==> config.mk <==
export PLATFORM = sky130hd
export DESIGN_NAME = icache
export DESIGN_NICKNAME = d
export VERILOG_FILES = /design/src/rtl/icache.sv
export SDC_FILE = /design/constraint.sdc
export NUM_CORES = 1
export LEC_CHECK = 0
export ABC_AREA = 1
export BUFFER_PORTS_ARGS = -buffer_cell sky130_fd_sc_hd__buf_2
export CAP_MARGIN = 20
export CELL_PAD_IN_SITES_DETAIL_PLACEMENT = 0
export CELL_PAD_IN_SITES_GLOBAL_PLACEMENT = 1
export CORE_AREA = 10 10 288 345
export DETAILED_ROUTE_END_ITERATION = 8
export DIE_AREA = 0 0 298 355
export GPL_TIMING_DRIVEN = 0
export PLACE_DENSITY_LB_ADDON = 0.3
export SLEW_MARGIN = 5
export SYNTH_ARGS = -nofsm -noshare
export SYNTH_HDL_FRONTEND = slang
export SYNTH_SLANG_ARGS = --single-unit
==> constraint.sdc <==
create_clock -name CLK -period 9.4 [get_ports CLK]
set_input_delay 2.82 -clock CLK [delete_from_list [all_inputs] [get_ports CLK]]
set_output_delay 2.82 -clock CLK [all_outputs]
set_load 0.1 [all_outputs]
==> src/rtl/icache.sv <==
// icache: direct-mapped, read-only instruction cache on the CPU fetch path.
// Lookups are combinational from PC. A miss stalls the CPU through busywait
// while a two-state FSM refills the indexed 16-byte line from instruction
// memory. miss_count tracks completed refills and saturates at MISS_SAT.
module icache #(
  parameter int unsigned PC_BITS  = 10,
  parameter int unsigned BLOCKS   = 8,
  // Ceiling of the refill counter; the default is the full 16-bit range.
  // A lower ceiling lets a short run reach the saturation point.
  parameter logic [15:0] MISS_SAT = 16'hFFFF
) (
  input  logic                 CLK,
  input  logic                 RESET,
  input  logic [31:0]          PC,
  output logic [31:0]          INSTRUCTION,
  output logic                 busywait,
  output logic                 mem_read,
  output logic [PC_BITS-5:0]   mem_address,
  input  logic [127:0]         mem_readdata,
  input  logic                 mem_busywait,
  output logic [15:0]          miss_count
);

  // Address layout: | tag | index | word | byte |, byte offset ignored.
  localparam int unsigned IDX_W = $clog2(BLOCKS);
  localparam int unsigned BLK_W = PC_BITS - 4;
  localparam int unsigned TAG_W = BLK_W - IDX_W;

  localparam logic [0:0] IDLE     = 1'b0;
  localparam logic [0:0] MEM_READ = 1'b1;

  // Control state (reset)
  logic [0:0]        state_q, state_d;
  logic [BLOCKS-1:0] valid_q, valid_d;
  logic [15:0]       miss_count_q, miss_count_d;

  // Datapath state (not reset)
  logic [BLK_W-1:0]  addr_q, addr_d;
  logic [TAG_W-1:0]  tag_q  [BLOCKS];
  logic [127:0]      data_q [BLOCKS];

  // PC fields
  logic [TAG_W-1:0]  pc_tag;
  logic [IDX_W-1:0]  pc_idx;
  logic [1:0]        pc_word;
  logic              unused_pc;

  // Lookup and refill control
  logic              hit;
  logic              fill_done;
  logic [IDX_W-1:0]  fill_idx;
  logic [TAG_W-1:0]  fill_tag;

  // Increment that sticks at the ceiling instead of wrapping.
  function automatic logic [15:0] sat_inc(input logic [15:0] v);
    return (v >= MISS_SAT) ? v : v + 16'd1;
  endfunction

  // Select one 32-bit instruction out of a 128-bit line; word n sits at [32n+31:32n].
  function automatic logic [31:0] word_sel(input logic [127:0] blk, input logic [1:0] w);
    logic [31:0] r;
    case (w)
      2'd0:    r = blk[31:0];
      2'd1:    r = blk[63:32];
      2'd2:    r = blk[95:64];
      default: r = blk[127:96];
    endcase
    return r;
  endfunction

  assign pc_tag  = PC[PC_BITS-1 -: TAG_W];
  assign pc_idx  = PC[4 +: IDX_W];
  assign pc_word = PC[3:2];

  // High address bits and the byte offset never take part in a lookup.
  assign unused_pc = ^{PC[31:PC_BITS], PC[1:0]};

  // The refill targets the address latched at the miss, not the live PC,
  // so a CPU that moves PC during a stall cannot redirect the line write.
  assign fill_idx  = addr_q[IDX_W-1:0];
  assign fill_tag  = addr_q[BLK_W-1 -: TAG_W];
  assign fill_done = (state_q == MEM_READ) && !mem_busywait;

  assign hit = valid_q[pc_idx] && (tag_q[pc_idx] == pc_tag);

  // Next-state logic: a miss in IDLE starts a refill, memory ready ends it.
  always_comb begin
    state_d = state_q;
    addr_d  = addr_q;
    case (state_q)
      IDLE: begin
        if (!hit) begin
          state_d = MEM_READ;
          addr_d  = PC[PC_BITS-1:4];
        end
      end
      MEM_READ: begin
        if (!mem_busywait) begin
          state_d = IDLE;
        end
      end
      default: state_d = IDLE;
    endcase
  end

  // Valid bits and refill counter update on the edge that lands the line.
  always_comb begin
    valid_d      = valid_q;
    miss_count_d = miss_count_q;
    if (fill_done) begin
      valid_d[fill_idx] = 1'b1;
      miss_count_d      = sat_inc(miss_count_q);
    end
  end

  // Control registers; reset invalidates every line and abandons a refill.
  always_ff @(posedge CLK) begin
    if (RESET) begin
      state_q      <= IDLE;
      valid_q      <= '0;
      miss_count_q <= '0;
    end else begin
      state_q      <= state_d;
      valid_q      <= valid_d;
      miss_count_q <= miss_count_d;
    end
  end

  // Tag/data arrays and the latched block address; a refill cut off by reset is dropped.
  always_ff @(posedge CLK) begin
    addr_q <= addr_d;
    if (fill_done && !RESET) begin
      data_q[fill_idx] <= mem_readdata;
      tag_q[fill_idx]  <= fill_tag;
    end
  end

  // busywait is held low during reset so the CPU can reload its PC.
  assign busywait    = RESET ? 1'b0 : ((state_q == MEM_READ) || !hit);
  assign mem_read    = (state_q == MEM_READ);
  assign mem_address = addr_q;
  assign INSTRUCTION = word_sel(data_q[pc_idx], pc_word);
  assign miss_count  = miss_count_q;

endmodule

# ---- Yosys cells after proc, flatten, opt, wreduce, memory -nomap -nowiden
# Memories as Yosys holds them, arrays and structs flattened.
# Index checks and enable logic that the tools add are counted.
dict set report word_totals {
  register_bits 31
  ramBits 1048
  elab_cells 40
  mem_count 2
}
# name words word_bits read_ports rd_ports_with_merged_regs wr line
set memory_table {}
lappend memory_table {data_q 8 128 1 0 1 40} ;# logic [127:0] data_q [BLOCKS];
lappend memory_table {tag_q 8 3 1 0 1 39} ;# logic [TAG_W-1:0] tag_q [BLOCKS];
dict set report op_classes {
  n_addsub 1
  magnitude_cmp 4
  eq_ne 3
  n_mux 11
  n_bitwise 4
  reduce_logical 11
}
# op n
set ops {}
lappend ops {{$pmux W32 S3} 1}
lappend ops {{$add A16 B1 Y16 const B} 1}
lappend ops {{$ge A16 B16 Y1 const B} 1}
lappend ops {{$lt A3 B4 Y1 const B} 2}
lappend ops {{$or A8 B8 Y8} 1}
lappend ops {{$mux W1} 7}
lappend ops {{$logic_and A1 B1 Y1} 4}
lappend ops {{$reduce_and A2 Y1} 2}
lappend ops {{$bmux W1 S3} 1}
lappend ops {{$demux W1 S3} 1}
lappend ops {{$eq A3 B3 Y1} 1}
lappend ops {{$ge A3 B1 Y1 const B} 1}
lappend ops {{$logic_not A1 Y1} 3}
lappend ops {{$not A1 Y1} 3}
lappend ops {{$eq A2 B1 Y1 const B} 1}
lappend ops {{$eq A2 B2 Y1 const B} 1}
lappend ops {{$logic_not A2 Y1} 1}
lappend ops {{$pmux W1 S2} 1}
lappend ops {{$logic_or A1 B1 Y1} 1}

# ---- Depth between registers and ports, before layout
# Gate-level depths: netlist of run 1.
dict set report logic_depth {
  word_depth 6
  ltp_mapped 14
  depth_no_buf 12
}

# ---- Worst setup path after synthesis of run 1
# No wires, ideal clock.
dict set report synth_timing {
  kind {input to register}
  from {input port RESET}
  to {memory data_q[1][0] (enable)}
  setup_time_ns 0.624
  arrival_ns 8.944
  required_time_ns 8.776
  path_slack_ns -0.167
  cell_stages 4
  cell_sequence {clkbuf_1 nor3_1 nand2_1 nor2_1}
}
dict set report synth_between {
  elab_chain_cells 4
}
# element line
set synth_rtl {}
lappend synth_rtl {{from (decl)} 13} ;# input logic RESET,
lappend synth_rtl {{$logic_not A1 Y1} 132} ;# if (fill_done && !RESET) begin
lappend synth_rtl {{$logic_and A1 B1 Y1} 132}
lappend synth_rtl {{$mux W1} 132}
lappend synth_rtl {{$mux W1 (not written as such)} 133} ;# data_q[fill_idx] <= mem_readdata;
lappend synth_rtl {{to (decl)} 40}
# No other way between the ends.

# ---- Worst setup path after layout of run 1
dict set report layout_timing {
  from {input port PC[6]}
  to {output port INSTRUCTION[22]}
}
dict set report layout_between {
  elab_chain_cells 2
}
# element line
set layout_rtl {}
lappend layout_rtl {{from (decl)} 14} ;# input logic [31:0] PC,
lappend layout_rtl {{$mem_v2 Z8 W128} n/a}
lappend layout_rtl {{$pmux W32 S3} 62} ;# case (w)
lappend layout_rtl {{to (decl)} 15} ;# output logic [31:0] INSTRUCTION,
# No other way between the ends.

==> results of run 1 <==
## kinds of logic after synthesis
kind of cell,Yosys count
DFF,1079
AOI/OAI and AO/OA,890
and+or+nand+nor,871
buffers and inverters,263
xor gates and xnor gates,4
adders and majority gates,1
## per-layer routing
metal	global-route usage, %	routed length [µm]
met5	0	340
met4	11.8	6160
met3	5.66	13200
met2	41.4	65300
met1	30.6	50700
## path summary, 6_finish.rpt
kind / end / slack [ns] / depth (start not counted)
setup / recovery: INSTRUCTION[22] / 0.54 / 8
hold / removal: valid_q[0]$_SDFFE_PP0P_ / 0.47 / 2
setup reg to reg: data_q[4][35]$_DFFE_PP_ / 6.20 / 9
hold reg to reg: valid_q[0]$_SDFFE_PP0P_ / 0.47 / 2
## through the flow
step / power, W / utilization [%] / instance area [µm²] / hold slack [ns] / setup slack, ns
floorplan: 0.00590 / - / 42200 / 0.428 / -0.167
global placement: 0.00624 / 48.5 / 44700 / 0.451 / -6.05
detailed placement: 0.00625 / 49.8 / 45900 / 0.457 / 0.514
CTS: 0.0103 / 53.4 / 49200 / 0.473 / 0.497
global route: 0.0106 / 53.4 / 49300 / 0.508 / 0.457
finish: 0.0103 / 53.4 / 49300 / 0.470 / 0.538
## placed cells by master (no fill, tap or decap), types with 5 or more instances in the layout
| cell | instances |
|---|---|
| sky130_fd_sc_hd__inv_1 | 38 |
| sky130_fd_sc_hd__nand2_1 | 118 |
| sky130_fd_sc_hd__nor2_4 | 9 |
| sky130_fd_sc_hd__buf_16 | 15 |
| sky130_fd_sc_hd__diode_2 | 17 |
| sky130_fd_sc_hd__o221ai_1 | 94 |
| sky130_fd_sc_hd__o21bai_1 | 18 |
| sky130_fd_sc_hd__a21oi_1 | 12 |
| sky130_fd_sc_hd__nor2_1 | 630 |
| sky130_fd_sc_hd__o2111ai_1 | 18 |
| sky130_fd_sc_hd__o211ai_1 | 98 |
| sky130_fd_sc_hd__clkbuf_16 | 109 |
| sky130_fd_sc_hd__o21ai_1 | 44 |
| sky130_fd_sc_hd__buf_2 | 263 |
| sky130_fd_sc_hd__clkbuf_1 | 135 |
| sky130_fd_sc_hd__buf_1 | 5 |
| sky130_fd_sc_hd__o21ai_0 | 511 |
| sky130_fd_sc_hd__bufinv_16 | 10 |
| sky130_fd_sc_hd__nand4_1 | 17 |
| sky130_fd_sc_hd__buf_4 | 13 |
| sky130_fd_sc_hd__dfxtp_1 | 25 |
| sky130_fd_sc_hd__clkinv_2 | 8 |
| sky130_fd_sc_hd__buf_6 | 18 |
| sky130_fd_sc_hd__buf_12 | 34 |
| sky130_fd_sc_hd__o22ai_1 | 94 |
| sky130_fd_sc_hd__edfxtp_1 | 1054 |
| sky130_fd_sc_hd__nor3_1 | 7 |
| sky130_fd_sc_hd__nand3_1 | 84 |
| sky130_fd_sc_hd__clkinv_1 | 31 |
## flip-flops by register name, summed over array words and instances (netlist names)
register and count:
miss_count 16, mem_read 1, data_q 1024, mem_address 6
tag_q 24, valid_q 8
## tightest hold or removal path, cell delays in order, from the launching register on
cell and delay (ns):
sky130_fd_sc_hd__dfxtp_1 0.33, sky130_fd_sc_hd__nand2_1 0.05, sky130_fd_sc_hd__o21ai_0 0.05
## area by class of cell
type,instances,area [µm²]
fillers,7791,42900
flip-flops and latches,1079,32200
multi-input cells,1766,8850
clock buffers,132,2810
repair buffers,241,2060
well taps,1240,1550
plain buffers,221,1100
clock inverters,53,533
inverters,42,161
diodes,17,42.5
## power by group
| part | switching [W] | internal (W) |
|---|---|---|
| sequential | 0.0000119 | 0.00532 |
| clock | 0.00178 | 0.00238 |
| combinational | 0.000649 | 0.000176 |
==> metrics.cfg, run 1 <==
[status]
run_status = complete, no violations

[placed_design]
dp.final_hpwl_um = 93700
port_buffers = 191
post-place-cells = 4589
gp_congestion = 0.834

[global_routing]
via_count_of_the_first_global_routing_pass = 27228
grt_first_pass_wirelength_um = 192000
globalRouteTotalUtil_pct = 24.9
antenna_found_initial = 46
aggregate_global_routing_overflow = 0
grt_max_degree = 27

[synthesis]
synth.area.mux_share_pct = 0
ys_ff_latch = 1079
synth.top_cell.area_share_pct = 75.0
synth.yosys.warnings = 0
post-synth-top-area-cell = sky130_fd_sc_hd__edfxtp_1
combinational_family_with_the_most_area_after_synthesis = compound AO/OA/AOI/OAI gates
mappedNetlistNets = 3272
synthMostInstantiatedCell = sky130_fd_sc_hd__edfxtp_1
synth-main-ff-cell = sky130_fd_sc_hd__edfxtp_1
post_synth_and_or_nand_nor_area_fraction_pct = 8.20
synth_xor_area_share_pct = 0.0830
syn-mean-instance-area_um2 = 13.6
synth-adder-area-share_pct = 0.0296
synth-compound-area-share_pct = 12.5
synth_seq_area_share_pct = 76.2
number_of_synthesized_flops_with_an_enable_pin = 1054
synth.distinct_cells = 36
ys_async_sr_fraction_pct = 0
synth.cell_area_um2 = 42200
post_synth_inst_count = 3108
synth.cells.most_frequent = 1054 x sky130_fd_sc_hd__edfxtp_1, 638 x sky130_fd_sc_hd__nor2_1, 511 x sky130_fd_sc_hd__o21ai_0
yosys-top-cells-area = sky130_fd_sc_hd__edfxtp_1 75%, sky130_fd_sc_hd__o21ai_0 6.1%, sky130_fd_sc_hd__nor2_1 5.7%

[sta]
rsz0062_at_grt = no
worst_slew_margin_relative_to_its_limit_pct = 18.6
shortest_clock_period_the_worst_path_allows_after_layout_ns = 8.86
skew_ns = 0.0244
final_min_period_over_clock_period_pct = 94.3
fmax_mhz = 113
worstMarginPinSlew_ns = 1.22
total_neg_setup_slack_ns = 0
final-hold-violation-count = 0
setup_viol = 0
drv_slew = 0

[routing]
wire_per_inst_um = 28.3
viasPerCell = 5.89
num_vias = 28232
drc = 0
violation_count_after_the_first_detailed_route_iteration = 3468
1st_pass_router_iterations = 6
drt-total-wl_um = 136000
ant_nets = 0

[layout]
design.final.nets = 3621
layout-area-overhead-vs-synth_pct = 16.7
layoutNonFillerInstCount = 4791
share_of_post_route_cells_with_drive_strength_above_1_pct = 13.9

[clock_tree]
cts.hold.buffers_added = 0
h-tree-depth = 3
tritoncts_clock_tree = done
path_clk_slew_ns = 0.06
post_cts_resized = 0
cts_inserted_buffers = 106
cts.sink_count = 1079
worstSkewPairLatency_ns = 0.70
root_buffer = sky130_fd_sc_hd__clkbuf_16
total_setup_buffers_inserted_after_cts = 0
deepest_clock_path_buffer_count = 3

[critical_path]
timing.critical_path.slowest_stage_cell = sky130_fd_sc_hd__clkbuf_1
crit_chain = buf_2 -> buf_2 -> clkbuf_1 -> clkbuf_1 -> o211ai_1 -> nand3_1 -> o2111ai_1 -> buf_2
timing.rr.start = mem_read$_SDFF_PP0_
timing.critical_path.fanout_max = 10
cp_top_delay_family = buffers and inverters
timing.critical_path.mode_cell = sky130_fd_sc_hd__buf_2
critPathRequiredTime_ns = 6.58
critical_path_launch_point = PC[6]
critical_path_buf_inv_count = 5
worst_ep_arrival_time_ns = 6.04
end_kind = primary output
slowest_delay_ns = 0.87
worst_setup_path_start_kind = input pin
worst-setup-path-type = input pin to primary output

[min_path]
hold_removal_path_class = flip-flop to flip-flop
hp-start = valid_q[0]$_SDFFE_PP0P_

[floorplan]
die_area_um2 = 106000
die_w_um = 298
fp-row-count = 122
die_height_um = 355
core_region_area_um2 = 92200
floorplan.io_pins = 219
floorplan.initialDensity_pct = 45.8

[power]
power_per_cell_area_nw_per_um2 = 209
power.leakage_nw = 16.0
largest_vdd_supply_drop_uv = 181

[job]
drv.max_cap_violation_count = 0

Note: power is estimated with default switching activity, not from simulation.
==> run 2: changes to the inputs <==
ABC_AREA = unset   (was 1)
CORE_AREA = 10 10 277 332   (was 10 10 288 345)
DIE_AREA = 0 0 287 342   (was 0 0 298 355)
SLEW_MARGIN = unset   (was 5)
==> run 2 against run 1 <==
  * Synthesized cell count down 41%
  * Cell count down 29%
  * Non-clock buffer count down 110
  * Core utilization up 3.1 points
  * First-iteration DRC count down 44%
  * Largest power group unchanged
  * Setup slack worse by 0.30 ns
  * Cell area down 1.7%
  * Via count down 29%
  * Sequential share of layout area up 1.1 points
  * Global-route usage down 4.2 points
  * Sequential power about the same
  * Synthesized area down 1.8%
==> metrics.cfg, run 2 <==
[status]
run_status = complete, no violations

[floorplan]
die_area_um2 = 98200  ; -7.2%
die_w_um = 287  ; -3.7%
floorplan.initialDensity_pct = 48.4  ; +2.6 points
core_region_area_um2 = 85600  ; -7.1%
floorplan.io_pins = 219  ; unchanged
die_height_um = 342  ; -3.7%
fp-row-count = 118  ; -3.3%

[layout]
layout.cells.most_common = sky130_fd_sc_hd__edfxtp_1
design.final.nets = 2348  ; -35%
multi_input_area_um2 = 8720  ; -1.5%
share_of_post_route_cells_with_drive_strength_above_1_pct = 32.5  ; +19 points
final_cell_mix = 1054 x sky130_fd_sc_hd__edfxtp_1, 256 x sky130_fd_sc_hd__mux4_2, 219 x sky130_fd_sc_hd__buf_2, 102 x sky130_fd_sc_hd__clkbuf_16, 100 x sky130_fd_sc_hd__mux2i_1
filler_cell_count = 6334  ; -19%
largest_register_ff_count = 1024  ; unchanged
final_design_area_no_fill_um2 = 48500  ; -1.7%
layoutNonFillerInstCount = 3414  ; -29%
seq_area_um2 = 32200  ; unchanged
biggest_register = data_q
layout-area-overhead-vs-synth_pct = 16.9

[synthesis]
synth-main-ff-cell = sky130_fd_sc_hd__edfxtp_1
synth.distinct_cells = 47  ; +31%
synth.cells.most_frequent = 1054 x sky130_fd_sc_hd__edfxtp_1, 256 x sky130_fd_sc_hd__mux4_2, 100 x sky130_fd_sc_hd__mux2i_1
synth.yosys.warnings = 0  ; unchanged
synthMostInstantiatedCell = sky130_fd_sc_hd__edfxtp_1
syn-mean-instance-area_um2 = 22.6  ; +67%
synth.top_cell.area_share_pct = 76.4  ; +1.4 points
yosys-top-cells-area = sky130_fd_sc_hd__edfxtp_1 76%, sky130_fd_sc_hd__mux4_2 14%, sky130_fd_sc_hd__mux2i_1 2.4%
mappedNetlistNets = 1995  ; -39%
post-synth-top-area-cell = sky130_fd_sc_hd__edfxtp_1
ys_async_sr_fraction_pct = 0  ; unchanged
synth.cell_area_um2 = 41400  ; -1.8%
synth_seq_area_share_pct = 77.6  ; +1.4 points
number_of_synthesized_flops_with_an_enable_pin = 1054  ; unchanged
ys_ff_latch = 1079  ; unchanged
post_synth_inst_count = 1831  ; -41%

[sta]
total_neg_setup_slack_ns = 0  ; unchanged
worst_slew_margin_relative_to_its_limit_pct = 29.0  ; +10 points
worstMarginPinSlew_ns = 1.07  ; -0.156 ns
setup_viol = 0  ; unchanged
drv_slew = 0  ; unchanged
final-hold-violation-count = 0  ; unchanged
fin_hold_ws_ns = 0.448  ; -0.0219 ns
final_min_period_over_clock_period_pct = 97.4  ; +3.1 points
post_route_setup_slack_ns = 0.243  ; -0.296 ns
shortest_clock_period_the_worst_path_allows_after_layout_ns = 9.16  ; +0.296 ns
skew_ns = 0.0253  ; +0.000897 ns
rsz0062_at_grt = no
fmax_mhz = 109  ; -3.2%

[critical_path]
timing.critical_path.slowest_stage_cell = sky130_fd_sc_hd__mux2i_1
critical_path_buf_inv_count = 6  ; +1
slowest_delay_ns = 0.69  ; -0.18 ns
crit_cells = 10  ; +2
cp_top_delay_family = buffers and inverters
crit_chain = buf_2 -> buf_2 -> buf_2 -> buf_2 -> buf_2 -> mux2i_1 -> o22ai_1 -> a21oi_1 -> a21oi_1 -> buf_2
r2r_cells = 7  ; -2
worst_ep_arrival_time_ns = 6.34  ; +0.30 ns
critPathRequiredTime_ns = 6.58  ; about the same
end_kind = primary output
timing.critical_path.fanout_max = 10  ; unchanged
worst-setup-path-type = input pin to primary output
worst_setup_path_start_kind = input pin
timing.critical_path.mode_cell = sky130_fd_sc_hd__buf_2

[global_routing]
globalRouteTotalUtil_pct = 20.7  ; -4.2 points
aggregate_global_routing_overflow = 0  ; unchanged
grt_max_degree = 26  ; -3.7%
grt_first_pass_wirelength_um = 146000  ; -24%
antenna_found_initial = 35  ; -24%
via_count_of_the_first_global_routing_pass = 20744  ; -24%

[clock_tree]
cts_inserted_buffers = 100  ; -5.7%
h-tree-depth = 3  ; unchanged
root_buffer = sky130_fd_sc_hd__clkbuf_16
deepest_clock_path_buffer_count = 3  ; unchanged
path_clk_slew_ns = 0.06  ; about the same
cts.hold.buffers_added = 0  ; unchanged
tritoncts_clock_tree = done
total_setup_buffers_inserted_after_cts = 0  ; unchanged
post_cts_resized = 0  ; unchanged
worstSkewPairLatency_ns = 0.69  ; about the same
cts.sink_count = 1079  ; unchanged

[placed_design]
dp_worst_setup_slack_ns = 0.183  ; -0.331 ns
gp_congestion = 0.755  ; -9.5%
placedInstanceArea_um2 = 45300  ; -1.4%
post-place-cells = 3222  ; -30%
port_buffers = 192  ; +0.52%
dp.final_hpwl_um = 69700  ; -26%

[power]
swShare_pct = 22.2  ; -1.5 points
largest_vdd_supply_drop_uv = 149  ; -18%
power.internal_w = 0.00777  ; -1.4%
combinationalPowerShare_pct = 6.8  ; -1.2 points
share_seq_of_total_power_pct = 53.4  ; +1.7 points
power.leakage_nw = 15.9  ; -0.74%
power.clock.fraction_pct = 39.8  ; -0.5 points
netSwitchingPower_w = 0.00221  ; -9.4%
power_per_cell_area_nw_per_um2 = 206  ; -1.7%

[routing]
violation_count_after_the_first_detailed_route_iteration = 1937  ; -44%
drt-total-wl_um = 101000  ; -25%
drc = 0  ; unchanged
1st_pass_router_iterations = 5  ; -1
num_vias = 20086  ; -29%
wire_per_inst_um = 29.7  ; +4.7%
viasPerCell = 5.88  ; -0.16%
ant_nets = 0  ; unchanged

[job]
drv.max_cap_violation_count = 0  ; unchanged

[min_path]
hold-path-cell-count = 1  ; -1
hold_removal_path_class = flip-flop to flip-flop

==> run 2: changes by cell type after synthesis, sizes merged, moves of 79 or more <==
cell	change
nor2	-613
o21ai	-546
mux4	+256
nand2	-112
mux2i	+100
o211ai	-96
o221ai	-94
nand3	-81
clkbuf	-79
==> run 2: power groups by stage <==
| stage | logic [W] | clock network (W) | registers [W] |
|---|---|---|---|
| after floorplan | 0.000405 | 0 | 0.00545 |
| after global placement | 0.000656 | 0 | 0.00544 |
| after detailed placement | 0.000683 | 0 | 0.00543 |
| after CTS | 0.000685 | 0.00403 | 0.00532 |
| after global routing | 0.000712 | 0.00422 | 0.00532 |
| final | 0.000677 | 0.00398 | 0.00532 |
==> run 2: kinds of logic (layout without fill, tap and decap cells) <==
kind of cell	after synthesis	in the layout	share of synthesized area [%]
flops	1079	1079	77.6
xor+xnor	13	13	0.275
simple gates	103	103	1.38
mux	368	368	16.7
buf+inv	105	539	1.54
other cells	0	9	0
compound gates	162	162	2.53
fa+ha+maj	1	1	0.0302
==> run 2: worst paths after layout <==
check	slack, ns	end	startpoint
worst max-delay path	0.24	INSTRUCTION[2]	PC[6]
worst min-delay path	0.45	valid_q[0]$_SDFFE_PP0P_	valid_q[0]$_SDFFE_PP0P_
worst max register to register	6.16	data_q[5][43]$_DFFE_PP_	mem_read$_SDFF_PP0_
worst min register to register	0.45	valid_q[0]$_SDFFE_PP0P_	valid_q[0]$_SDFFE_PP0P_
==> run 2: final cells by class <==
class / instances / share of cell area (%)
tap: 1140 / 2.94
timing repair buffer: 251 / 4.79
inverter: 4 / 0.0310
clock buffer: 120 / 5.41
antenna: 9 / 0.0465
buffer: 101 / 1.29
clock inverter: 63 / 1.17
sequential: 1079 / 66.3
multi-input combinational: 647 / 18.0
==> run 2: metrics by stage <==
| stage | total power, W | utilization (%) |
|---|---|---|
| floorplan | 0.00586 | - |
| global placement | 0.00610 | 51.2 |
| detailed placement | 0.00611 | 52.8 |
| CTS | 0.0100 | 56.6 |
| global route | 0.0103 | 56.6 |
| finish | 0.00998 | 56.6 |
==> run 2: layer usage <==
metal / global-route usage [%] / share of wire (%) / vias up / wire length (µm)
li1: - / - / 8495 / -
met1: 25.6 / 37 / 10529 / 37800
met2: 34.5 / 51 / 809 / 51300
met3: 4.67 / 7.9 / 213 / 7980
met4: 9.13 / 4.0 / 40 / 4000
met5: 0 / 0.27 / - / 269
==> run 2: worst register-to-register path: stages, from the launching register on <==
cell and delay, ns:
sky130_fd_sc_hd__dfxtp_1 0.41, sky130_fd_sc_hd__nor2b_1 0.49, sky130_fd_sc_hd__nand3_1 0.42, sky130_fd_sc_hd__nor2_4 0.73, sky130_fd_sc_hd__buf_12 0.27, sky130_fd_sc_hd__buf_16 0.21, sky130_fd_sc_hd__buf_16 0.19, sky130_fd_sc_hd__buf_12 0.19
==> run 3: changes to the inputs <==
--- a/config.mk
+++ b/config.mk
@@ -9,7 +9,6 @@
 export CAP_MARGIN = 20
-export CELL_PAD_IN_SITES_DETAIL_PLACEMENT = 0
-export CELL_PAD_IN_SITES_GLOBAL_PLACEMENT = 1
-export CORE_AREA = 10 10 277 332
+export CORE_AREA = 10 10 262 314
 export DETAILED_ROUTE_END_ITERATION = 8
-export DIE_AREA = 0 0 287 342
+export DIE_AREA = 0 0 272 324
+export GPL_ROUTABILITY_DRIVEN = 0
 export GPL_TIMING_DRIVEN = 0
==> constraint.sdc (replaced) <==
create_clock -name CLK -period 9.4 [get_ports CLK]
set_input_delay 0.47 -clock CLK [delete_from_list [all_inputs] [get_ports CLK]]
set_output_delay 0.47 -clock CLK [all_outputs]
set_load 0.1 [all_outputs]
==> run 3 against run 2 <==
  * Sequential power is essentially flat
  * Non-clock buffer count is the same
  * Clock skew shrank 0.013 ns
  * Setup slack gained 4.3 ns
  * Clock-buffer cell count grew 5
  * Largest cell class unchanged
  * Via count grew 1.9%
  * Critical path type unchanged
  * Critical endpoint unchanged
==> metrics.cfg, run 3 (synthesis results as in run 2) <==
[global_routing]
globalRouteTotalUtil_pct = 23.2  ; +2.6 points
aggregate_global_routing_overflow = 0  ; unchanged
antenna_found_initial = 34  ; -2.9%
grt_first_pass_wirelength_um = 147000  ; +0.84%
grt_max_degree = 26  ; unchanged
via_count_of_the_first_global_routing_pass = 21004  ; +1.3%

[power]
power.internal_w = 0.00784  ; +1.0%
swShare_pct = 21.8  ; -0.35 points
share_seq_of_total_power_pct = 53.1  ; -0.3 points
power.clock.fraction_pct = 40.0  ; +0.2 points
power_per_cell_area_nw_per_um2 = 207  ; +0.69%
power.leakage_nw = 15.9  ; +0.14%
largest_vdd_supply_drop_uv = 159  ; +6.9%
netSwitchingPower_w = 0.00219  ; -1.0%
combinationalPowerShare_pct = 6.9  ; about the same

[layout]
multi_input_area_um2 = 8720  ; unchanged
final_cell_mix = 1054 x sky130_fd_sc_hd__edfxtp_1, 256 x sky130_fd_sc_hd__mux4_2, 219 x sky130_fd_sc_hd__buf_2, 107 x sky130_fd_sc_hd__clkbuf_16, 100 x sky130_fd_sc_hd__mux2i_1
largest_register_ff_count = 1024  ; unchanged
postLayoutCoreUtil_pct = 63.7  ; +7.1 points
final_design_area_no_fill_um2 = 48400  ; -0.14%
seq_area_um2 = 32200  ; unchanged
filler_cell_count = 5007  ; -21%
design.final.nets = 2353  ; +0.21%
biggest_register = data_q
share_of_post_route_cells_with_drive_strength_above_1_pct = 32.0  ; -0.47 points
layout.cells.most_common = sky130_fd_sc_hd__edfxtp_1
layout-area-overhead-vs-synth_pct = 16.8

[critical_path]
critical_path_buf_inv_count = 6  ; unchanged
cp_top_delay_family = buffers and inverters
worst-setup-path-type = input pin to primary output
crit_chain = dlygate4sd3_1 -> buf_2 -> buf_2 -> buf_2 -> buf_1 -> mux4_2 -> mux2i_1 -> o22ai_1 -> a21oi_1 -> a21oi_1 -> buf_2
timing.critical_path.slowest_stage_cell = sky130_fd_sc_hd__buf_1
end_kind = primary output
worst_setup_path_start_kind = input pin
worst_ep_arrival_time_ns = 4.43  ; -1.91 ns
timing.critical_path.mode_cell = sky130_fd_sc_hd__buf_2
critPathRequiredTime_ns = 8.93  ; +2.35 ns
critical_path_launch_point = PC[6]
timing.rr.start = mem_read$_SDFF_PP0_
timing.critical_path.fanout_max = 10  ; unchanged
slowest_delay_ns = 0.64  ; -0.05 ns

[sta]
fmax_mhz = 204  ; +87%
shortest_clock_period_the_worst_path_allows_after_layout_ns = 4.90  ; -4.25 ns
worst_slew_margin_relative_to_its_limit_pct = 30.9  ; +1.9 points
final-hold-violation-count = 0  ; unchanged
final_min_period_over_clock_period_pct = 52.2  ; -45 points
setup_viol = 0  ; unchanged
worstMarginPinSlew_ns = 1.04  ; -0.0289 ns
skew_ns = 0.0126  ; -0.0127 ns
rsz0062_at_grt = no
drv_slew = 0  ; unchanged

[placed_design]
port_buffers = 192  ; unchanged
dp.final_hpwl_um = 71300  ; +2.3%
placedInstanceArea_um2 = 45100  ; -0.36%

[clock_tree]
root_buffer = sky130_fd_sc_hd__clkbuf_16
deepest_clock_path_buffer_count = 3  ; unchanged
post_cts_resized = 0  ; unchanged
tritoncts_clock_tree = done
h-tree-depth = 3  ; unchanged
total_setup_buffers_inserted_after_cts = 0  ; unchanged
cts_inserted_buffers = 105  ; +5.0%
worstSkewPairLatency_ns = 0.65  ; -0.04 ns
path_clk_slew_ns = 0.06  ; about the same
cts.sink_count = 1079  ; unchanged
cts.hold.buffers_added = 1  ; +1

[floorplan]
floorplan.io_pins = 219  ; unchanged
floorplan.initialDensity_pct = 54.5  ; +6.2 points
die_height_um = 324  ; -5.3%
die_area_um2 = 88100  ; -10%
core_region_area_um2 = 76000  ; -11%
die_w_um = 272  ; -5.2%
fp-row-count = 111  ; -5.9%

[routing]
drc = 0  ; unchanged
violation_count_after_the_first_detailed_route_iteration = 2595  ; +34%
ant_nets = 0  ; unchanged
num_vias = 20461  ; +1.9%
drt-total-wl_um = 102000  ; +0.57%
viasPerCell = 6.20  ; +5.4%
wire_per_inst_um = 30.9  ; +4.1%
1st_pass_router_iterations = 6  ; +1

[job]
drv.max_cap_violation_count = 0  ; unchanged

[status]
run_status = complete, no violations

[min_path]
hold_removal_path_class = input pin to flip-flop
hp-start = PC[7]

## run 3: changes by cell type in the layout (fill, tap and decap cells not counted)
cell,previous run,this run
sky130_fd_sc_hd__clkbuf_16,102,107
sky130_fd_sc_hd__buf_16,27,28
sky130_fd_sc_hd__clkinv_1,21,34
sky130_fd_sc_hd__diode_2,9,11
sky130_fd_sc_hd__buf_8,5,4
sky130_fd_sc_hd__inv_16,1,0
sky130_fd_sc_hd__inv_6,4,3
sky130_fd_sc_hd__buf_12,27,26
sky130_fd_sc_hd__clkinv_8,1,0
sky130_fd_sc_hd__clkinv_2,25,15
sky130_fd_sc_hd__dlygate4sd3_1,0,1
## run 3: area by class of cell
| type | instances | share of cell area [%] |
|---|---|---|
| Clock inverter | 63 | 1.07 |
| Clock buffer | 125 | 5.67 |
| Buffer | 101 | 1.29 |
| Inverter | 4 | 0.0310 |
| Tap cell | 1017 | 2.63 |
| Antenna cell | 11 | 0.0569 |
| Multi-Input combinational cell | 647 | 18.0 |
| Timing Repair Buffer | 251 | 4.80 |
| Sequential cell | 1079 | 66.4 |
## run 3: routing by layer
metal | global-route usage [%] | vias to the layer above | wire, µm
li1 | - | 8502 | -
met1 | 30.0 | 10755 | 37500
met2 | 38.9 | 998 | 51600
met3 | 6.48 | 180 | 10200
met4 | 5.60 | 26 | 2330
met5 | 0 | - | 160
## run 3: final timing paths
path,cells past startpoint,end,slack (ns)
setup / recovery,11,INSTRUCTION[2],4.50
hold / removal,1,mem_address[3]$_DFFE_PP_,0.03
setup reg to reg,7,data_q[7][87]$_DFFE_PP_,5.76
hold reg to reg,1,valid_q[4]$_SDFFE_PP0P_,0.45
## run 3: per-stage QoR
stage	instances	total power (W)	setup WS, ns	TNS, ns	hold slack, ns
finish	3298	0.0100	4.50	0	0.0343
global placement	3040	0.00610	-3.82	-3691.53	0.427
floorplan	1831	0.00586	1.58	0	0.421
CTS	3287	0.0101	4.60	0	0.0217
global route	3288	0.0103	4.39	0	0.0328
detailed placement	3098	0.00611	5.15	0	0.441
## run 3: power by group through the flow
stage / registers (W) / logic, W / clock network, W
2_1_floorplan: 0.00545 / 0.000405 / 0
3_3_place_gp: 0.00544 / 0.000657 / 0
3_5_place_dp: 0.00543 / 0.000687 / 0
4_1_cts: 0.00533 / 0.000689 / 0.00406
5_1_grt: 0.00533 / 0.000719 / 0.00426
6_report: 0.00533 / 0.000690 / 0.00402
## run 3: worst reg2reg max path: stages (launching register included)
cell                      delay, ns
sky130_fd_sc_hd__dfxtp_1       0.41
sky130_fd_sc_hd__nor2b_1       0.56
sky130_fd_sc_hd__nand3_1       0.46
sky130_fd_sc_hd__nor2_4        0.87
sky130_fd_sc_hd__buf_12        0.30
sky130_fd_sc_hd__buf_12        0.25
sky130_fd_sc_hd__buf_12        0.24
sky130_fd_sc_hd__buf_16        0.22
